## src/rtl/udp_tx_scheduler.sv

```systemverilog
// Round-robin scheduler sharing one UDP transmit core between two frame sources.
// Grants a source, programs UDP/IP lengths, pulses tx_start, streams payload words
// on the core's word requests, and enforces an inter-frame gap and a frame timeout.
module udp_tx_scheduler #(
    parameter int unsigned IFG_CYCLES     = 16,
    parameter int unsigned TIMEOUT_CYCLES = 65535,
    parameter logic [3:0]  TX_IDLE_STATE  = 4'd0,
    parameter int unsigned MAX_PAYLOAD    = 1472
) (
    input  logic        e_rxc,
    input  logic        rst,
    input  logic [1:0]  req,
    input  logic [15:0] len0,
    input  logic [15:0] len1,
    output logic [1:0]  gnt,
    output logic [1:0]  rd_en,
    input  logic [31:0] rd_data0,
    input  logic [31:0] rd_data1,
    output logic [1:0]  done,
    output logic        tx_start,
    input  logic        tx_data_req,
    output logic [31:0] tx_data,
    output logic [15:0] tx_data_length,
    output logic [15:0] tx_total_length,
    input  logic [3:0]  tx_state,
    output logic        err_len,
    output logic        err_timeout,
    output logic [15:0] frame_cnt
);

    typedef enum logic [2:0] {StIdle, StStart, StSend, StWaitDone, StGap} state_t;

    state_t      state_q, state_d;
    logic        ptr_q, ptr_d;
    logic [1:0]  gnt_q, gnt_d;
    logic [13:0] words_q, words_d;
    logic        seen_busy_q, seen_busy_d;
    logic [31:0] tmo_q, tmo_d;
    logic [31:0] gap_q, gap_d;
    logic [1:0]  done_q, done_d;
    logic        err_len_q, err_len_d;
    logic        err_tmo_q, err_tmo_d;
    logic        start_q, start_d;
    logic [15:0] dlen_q, dlen_d;
    logic [15:0] tlen_q, tlen_d;
    logic [15:0] fcnt_q, fcnt_d;

    logic [1:0]  req_eff;
    logic        win;
    logic [15:0] win_len;
    logic        len_ok;
    logic        in_frame;

    // Arbitration: a source whose done is pulsing is masked so a held req is not re-served.
    always_comb begin
        req_eff = req & ~done_q;
        win     = req_eff[ptr_q] ? ptr_q : ~ptr_q;
        win_len = win ? len1 : len0;
        len_ok  = (win_len[1:0] == 2'b00) && (win_len >= 16'd4) &&
                  (win_len <= 16'(MAX_PAYLOAD));
    end

    // Word strobe and payload mux toward the UDP core.
    always_comb begin
        rd_en = 2'b00;
        if (state_q == StSend && tx_data_req && words_q != 14'd0) begin
            rd_en = gnt_q;
        end
        case (gnt_q)
            2'b01:   tx_data = rd_data0;
            2'b10:   tx_data = rd_data1;
            default: tx_data = 32'd0;
        endcase
    end

    // Next-state logic; the timeout overrides whatever the frame FSM decided.
    always_comb begin
        state_d     = state_q;
        ptr_d       = ptr_q;
        gnt_d       = gnt_q;
        words_d     = words_q;
        seen_busy_d = seen_busy_q;
        tmo_d       = tmo_q;
        gap_d       = gap_q;
        done_d      = 2'b00;
        err_len_d   = 1'b0;
        err_tmo_d   = 1'b0;
        start_d     = 1'b0;
        dlen_d      = dlen_q;
        tlen_d      = tlen_q;
        fcnt_d      = fcnt_q;
        in_frame    = (state_q == StStart) || (state_q == StSend) || (state_q == StWaitDone);

        if (in_frame) begin
            tmo_d = tmo_q + 32'd1;
        end
        if ((state_q == StStart || state_q == StSend) && tx_state != TX_IDLE_STATE) begin
            seen_busy_d = 1'b1;
        end

        case (state_q)
            StIdle: begin
                if (|req_eff) begin
                    if (len_ok) begin
                        gnt_d       = win ? 2'b10 : 2'b01;
                        words_d     = win_len[15:2];
                        dlen_d      = win_len + 16'd8;
                        tlen_d      = win_len + 16'd28;
                        seen_busy_d = 1'b0;
                        tmo_d       = 32'd0;
                        state_d     = StStart;
                    end else begin
                        done_d    = win ? 2'b10 : 2'b01;
                        err_len_d = 1'b1;
                        ptr_d     = ~win;
                    end
                end
            end
            StStart: begin
                start_d = 1'b1;
                state_d = StSend;
            end
            StSend: begin
                if (rd_en != 2'b00) begin
                    words_d = words_q - 14'd1;
                end
                if (words_q == 14'd0 && (seen_busy_q || tx_state != TX_IDLE_STATE)) begin
                    state_d = StWaitDone;
                end
            end
            StWaitDone: begin
                if (tx_state == TX_IDLE_STATE) begin
                    done_d  = gnt_q;
                    fcnt_d  = fcnt_q + 16'd1;
                    ptr_d   = gnt_q[0];
                    gnt_d   = 2'b00;
                    gap_d   = 32'd0;
                    state_d = StGap;
                end
            end
            StGap: begin
                gap_d = gap_q + 32'd1;
                if (gap_q + 32'd1 >= IFG_CYCLES) begin
                    state_d = StIdle;
                end
            end
            default: state_d = StIdle;
        endcase

        if (in_frame && tmo_q == TIMEOUT_CYCLES) begin
            err_tmo_d = 1'b1;
            done_d    = gnt_q;
            fcnt_d    = fcnt_q;
            ptr_d     = gnt_q[0];
            gnt_d     = 2'b00;
            gap_d     = 32'd0;
            start_d   = 1'b0;
            state_d   = StGap;
        end
    end

    // State and output registers.
    always_ff @(posedge e_rxc or posedge rst) begin
        if (rst) begin
            state_q     <= StIdle;
            ptr_q       <= 1'b0;
            gnt_q       <= 2'b00;
            words_q     <= 14'd0;
            seen_busy_q <= 1'b0;
            tmo_q       <= 32'd0;
            gap_q       <= 32'd0;
            done_q      <= 2'b00;
            err_len_q   <= 1'b0;
            err_tmo_q   <= 1'b0;
            start_q     <= 1'b0;
            dlen_q      <= 16'd0;
            tlen_q      <= 16'd0;
            fcnt_q      <= 16'd0;
        end else begin
            state_q     <= state_d;
            ptr_q       <= ptr_d;
            gnt_q       <= gnt_d;
            words_q     <= words_d;
            seen_busy_q <= seen_busy_d;
            tmo_q       <= tmo_d;
            gap_q       <= gap_d;
            done_q      <= done_d;
            err_len_q   <= err_len_d;
            err_tmo_q   <= err_tmo_d;
            start_q     <= start_d;
            dlen_q      <= dlen_d;
            tlen_q      <= tlen_d;
            fcnt_q      <= fcnt_d;
        end
    end

    // Registered outputs.
    always_comb begin
        gnt             = gnt_q;
        done            = done_q;
        tx_start        = start_q;
        tx_data_length  = dlen_q;
        tx_total_length = tlen_q;
        err_len         = err_len_q;
        err_timeout     = err_tmo_q;
        frame_cnt       = fcnt_q;
    end

endmodule

```

## config.mk

```make
export PLATFORM = sky130hd
export DESIGN_NAME = udp_tx_scheduler
export DESIGN_NICKNAME = d
export VERILOG_FILES = /design/src/rtl/udp_tx_scheduler.sv
export SDC_FILE = /design/constraint.sdc
export NUM_CORES = 1
export LEC_CHECK = 0
export BUFFER_PORTS_ARGS = -buffer_cell sky130_fd_sc_hd__buf_4
export CAP_MARGIN = 15
export CORE_ASPECT_RATIO = 2
export CORE_MARGIN = 4
export CORE_UTILIZATION = 28
export CTS_BUF_LIST = sky130_fd_sc_hd__clkbuf_8
export CTS_CLUSTER_DIAMETER = 50
export DETAILED_ROUTE_END_ITERATION = 10
export PLACE_DENSITY = 0.46
export SLEW_MARGIN = 20
export SYNTH_ARGS = -nofsm -noshare
export SYNTH_HDL_FRONTEND = slang
export SYNTH_SLANG_ARGS = --single-unit
```

## constraint.sdc

```tcl
create_clock -name e_rxc -period 12.5 [get_ports e_rxc]
set_input_delay 2.5 -clock e_rxc [delete_from_list [all_inputs] [get_ports e_rxc]]
set_output_delay 2.5 -clock e_rxc [all_outputs]
set_load 0.02 [all_outputs]
```

==> Yosys cells after proc, flatten, opt, wreduce, memory -nomap -nowiden <==
Cells that the tools add are included.
W data, S select, Z words.
{ "totals": {"ff_bits": 138, "out_inout_bits": 89} }
{ "op_classes": {"add_sub_neg": 6, "order_cmp": 4, "n_eq_ne": 16, "muxes": 50, "bitwise": 5, "n_reduce_logical": 28} }
{ "op_table": {"columns": ["op", "count"], "rows": [
  ["$mux W32", 6],
  ["$pmux W32 S2", 2],
  ["$add A32 B1 Y32 const B", 2],
  ["$mux W14", 3],
  ["$eq A32 B16 Y1 const B", 1],
  ["$ge A32 B5 Y1 const B", 1],
  ["$pmux W14 S2", 1],
  ["$mux W2", 10],
  ["$mux W3", 6],
  ["$mux W1", 17],
  ["$add A16 B1 Y16 const B", 1],
  ["$add A16 B4 Y16 const B", 1],
  ["$add A16 B5 Y16 const B", 1],
  ["$ge A16 B3 Y1 const B", 1],
  ["$le A16 B11 Y1 const B", 1],
  ["$mux W16", 1],
  ["$pmux W3 S5", 1],
  ["$logic_not A14 Y1", 1],
  ["$reduce_bool A14 Y1", 1],
  ["$sub A14 B1 Y14 const B", 1],
  ["$ne A3 B3 Y1 const B", 4],
  ["$reduce_and A4 Y1", 3],
  ["$pmux W2 S2", 2],
  ["$logic_and A1 B1 Y1", 7],
  ["other kinds (24)", 34]
]} }

==> Longest topological paths before layout <==
{ "logic_depth": {"word_depth": 13, "ltp_mapped": 13, "depth_no_buf": 10} }

==> Least setup slack after synthesis <==
Ideal clock, no wire load.
{ "synth_timing": {"path_type": "input-to-output", "start": "input tx_data_req", "end": "output rd_en[0]", "setup_slack_ns": 7.095, "cell_stages": 2, "arrival_ns": 2.905, "cell_sequence": "and2_1 -> and3_1"} }
{ "synth_between": {"elab_chain_cells": 3} }
{ "synth_rtl": {"columns": ["item", "line", "source"], "rows": [
  ["from (decl)", "21", "input logic tx_data_req,"],
  ["$logic_and A1 B1 Y1 (2 in series)", "66", "if (state_q == StSend && tx_data_req && words_q != 14'd0) begin"],
  ["$mux W2", "66", null],
  ["to (decl)", "16", "output logic [1:0] rd_en,"]
]} }
No other way between the ends.

==> Worst setup path in the final report <==
Ends and elaborated chain as after synthesis.

==> impl_metrics.csv <==
group,metric,value,unit
logic_synthesis,synth_fa_ha_area_frac,0.0169,
timing,setup_viol,0,
logic_synthesis,synth-seq-cells,136,
setup_path,critPathTopFamily,"simple AND/OR/NAND/NOR gates",
logic_synthesis,synth.most_common_cell,"dfrtp_1",
run,maxCapViolations,0,
logic_synthesis,synth-simple-area-share,0.257,
hold_path,worst_hold_path.num_cells,1,
drt,vias,7631,
final_layout,nets,1221,
timing,fin_crit,5.71,ns
logic_synthesis,synth_top_family_by_area,"simple AND/OR/NAND/NOR gates",
floorplan,coreArea,0.0287,mm²
place,dpl.hpwl,20300,µm
logic_synthesis,synth.avg_cell_area,8.68,µm²
logic_synthesis,synth_compound_area_frac,0.161,
floorplan,die_w,128,µm
logic_synthesis,synth_edf_count,0,
clocking,clock_path_buffers,2,
timing,rsz0062_at_grt,"no",
drt,routed_wl,27200,µm
logic_synthesis,synth_xor_area_frac,0.0701,
logic_synthesis,synth.area.top_cells,"dfrtp_1 (42%), nor2_1 (6.0%), o21ai_0 (4.6%), xor2_1 (4.0%), nand2_1 (3.6%)",
setup_path,critPathKind,"in -> out",
global_route,grt_first_pass_wirelength,42300,µm
clocking,cts_tree,"built",
drt,dr.max_layer_used,"met4",
timing,worst_pin_slew,1.08,ns
clocking,cts.sinks,136,
drt,m1WireLength,10300,µm
pwr,power,0.00171,W
clocking,worstSkewPairLatency,0.49,ns
logic_synthesis,netlist_area,0.00813,mm²
clocking,cts-root-buf,"clkbuf_8",
logic_synthesis,syn_nets,1052,
place,placed_area,0.00989,mm²
setup_path,startpoint_type,"input pin",
floorplan,fp-row-count,88,
clocking,cts_buffers,17,
global_route,gr-total-overflow,0,
setup_path,crit_fanout,4,
drt,drtIter0Drc,489,
clocking,clkTransAtPathRegs,0.08,ns
setup_path,end_kind,"primary output",
logic_synthesis,async_flop_share,1.00,
logic_synthesis,synthMuxAreaShare,0.0325,
run_status,status,"completed",
pwr,cellLeakagePower,4.56,nW
global_route,antenna_found_initial,1,
drt,dr_wl_met3,1470,µm
hold_path,hold_path_class,"reg -> reg",
floorplan,start_util,0.283,
logic_synthesis,synthCells,936,
logic_synthesis,synth_warnings,0,
pwr,powerDensity,167,mW/mm²
timing,max_freq,0.175,GHz
setup_path,cp_num_buf_inv,2,
final_layout,final_core_util,0.357,
pwr,ir_drop,0.0756,mV
timing,hold_viol,0,
floorplan,die_h,249,µm
place,routabilityCongestion,0.855,
logic_synthesis,synth_top_cell_by_area,"dfrtp_1",
timing,slew_violations,0,
setup_path,worst_path_most_repeated_cell,"buf_4",
timing,relSlewSlack,0.278,
clocking,postCtsHoldBufs,0,
setup_path,rr_endpoint,"gnt[0]",
clocking,htree_levels,4,
hold_path,min_to,"frame_cnt[15]",
drt,vias_per_cell,5.16,
hold_path,holdCritStartpoint,"frame_cnt[15]",
floorplan,dieArea,0.0320,mm²
floorplan,ios,194,
logic_synthesis,ys_seq_area_frac,0.419,
setup_path,crit_required,10.00,ns
setup_path,r2r_start,"done[0]",
final_layout,area_delta_synth_final,26.4,%
drt,firstDrtPassIters,4,
place,io_buffers,193,
global_route,grt_pass1_vias,7591,
setup_path,r2r_slack,8.61,ns
timing,skew,0.0165,ns
logic_synthesis,synth_commonest_cells,"dfrtp_1 (136), nor2_1 (129), nand2_1 (79), o21ai_0 (75), nand3_1 (41)",
drt,drc,0,
drt,wire_per_inst,18.4,µm
logic_synthesis,ys.flop_type,"dfrtp_1",
global_route,grt_usage,0.169,
clocking,post_cts_buffers,0,
setup_path,crit_chain,"buf_4 -> and2_1 -> and3_1 -> buf_4",
setup_path,cp.arrival,3.21,ns
drt,route.met2.wl,14600,µm
final_layout,stdcell_area,0.0103,mm²
clocking,cts_resized,0,
setup_path,worst-r2r-cell-count,11,
timing,fin_tns_setup,0,ns
logic_synthesis,synth_top_area_share,0.419,
final_layout,drive_gt1_frac,0.235,
setup_path,cp_slowest_stage_delay,0.24,ns
timing,hold-worst-slack,0.477,ns
setup_path,slowest_stage,"and2_1",
logic_synthesis,synth.distinct_cells,65,
drt,ant_nets,0,
timing,period_share,0.457,
global_route,grt_start_max_net_pins,73,
## cell usage in the layout, fill, tap and decap left out, types with 5 or more instances in the layout
cell / instances
o21ai_0: 75
clkbuf_8: 17
nor3_1: 17
xnor2_1: 28
nor2b_1: 5
nand2_1: 79
inv_1: 24
nor3b_1: 5
o22a_1: 6
and2_1: 22
xor2_1: 37
nor2_1: 129
nand4_1: 35
a22oi_1: 34
buf_4: 205
nor4_1: 23
inv_6: 5
mux2_2: 7
o31ai_1: 12
o22ai_1: 9
dfrtp_1: 136
ha_1: 11
a21oi_1: 31
a31oi_1: 11
mux2i_1: 16
nand2b_1: 7
nand3_1: 41
and3_1: 20
## power breakdown
| part | total, W | switching (W) | internal [W] |
|---|---|---|---|
| combinational | 0.000700 | 0.000406 | 0.000294 |
| sequential | 0.000636 | 0.000101 | 0.000535 |
| clock | 0.000374 | 0.000197 | 0.000177 |
| total | 0.00171 | 0.000704 | 0.00101 |
## routing by layer
| layer | track usage | vias up |
|---|---|---|
| met4 | 0.0665 | 0 |
| met5 | 0 | - |
| met3 | 0.0326 | 40 |
| met2 | 0.311 | 228 |
| met1 | 0.186 | 3662 |
| li1 | - | 3701 |
## area by class of cell
cell class / instances / area (µm²)
clock inverters: 15 / 150
well taps: 360 / 450
repair buffers: 205 / 1540
fillers: 3048 / 18500
inverters: 24 / 95.1
clock buffers: 17 / 234
flip-flops and latches: 136 / 3400
multi-input cells: 721 / 4400
diodes: 1 / 2.50
## flip-flops by register name, summed over array words and instances, names as in the netlist
| register | flops |
|---|---|
| frame_cnt | 16 |
| tx_start | 1 |
| gap_q | 32 |
| err_len | 1 |
| err_timeout | 1 |
| gnt | 2 |
| tx_total_length | 14 |
| tmo_q | 32 |
| seen_busy_q | 1 |
| done | 2 |
| words_q | 14 |
| tx_data_length | 16 |
| ptr_q | 1 |
| state_q | 3 |
## cell families after synthesis
group | Yosys count
xor gates and xnor gates | 65
and+or+nand+nor | 416
DFF | 136
AOI/OAI and AO/OA | 204
adders and majority gates | 11
muxes | 25
buffers and inverters | 79
## worst max-delay path by stage
| stage | from | end | slack, ns | depth (start not counted) |
|---|---|---|---|---|
| floorplan | rst | done[0] | 6.36 | 1 |
| global placement | req[1] | gnt[0] | 6.56 | 12 |
| detailed placement | req[1] | gnt[0] | 6.50 | 12 |
| CTS | tx_data_req | rd_en[0] | 6.77 | 4 |
| global route | words_q[0] | rd_en[0] | 6.65 | 8 |
| finish | tx_data_req | rd_en[0] | 6.79 | 4 |
## stage by stage
step           worst slack, ns  cells
5_1_grt                   6.65   1479
6_report                  6.79   1479
3_5_place_dp              6.50   1446
2_1_floorplan             6.36    936
4_1_cts                   6.77   1478
3_3_place_gp              6.56   1446
(Power assumes the default switching activity.)
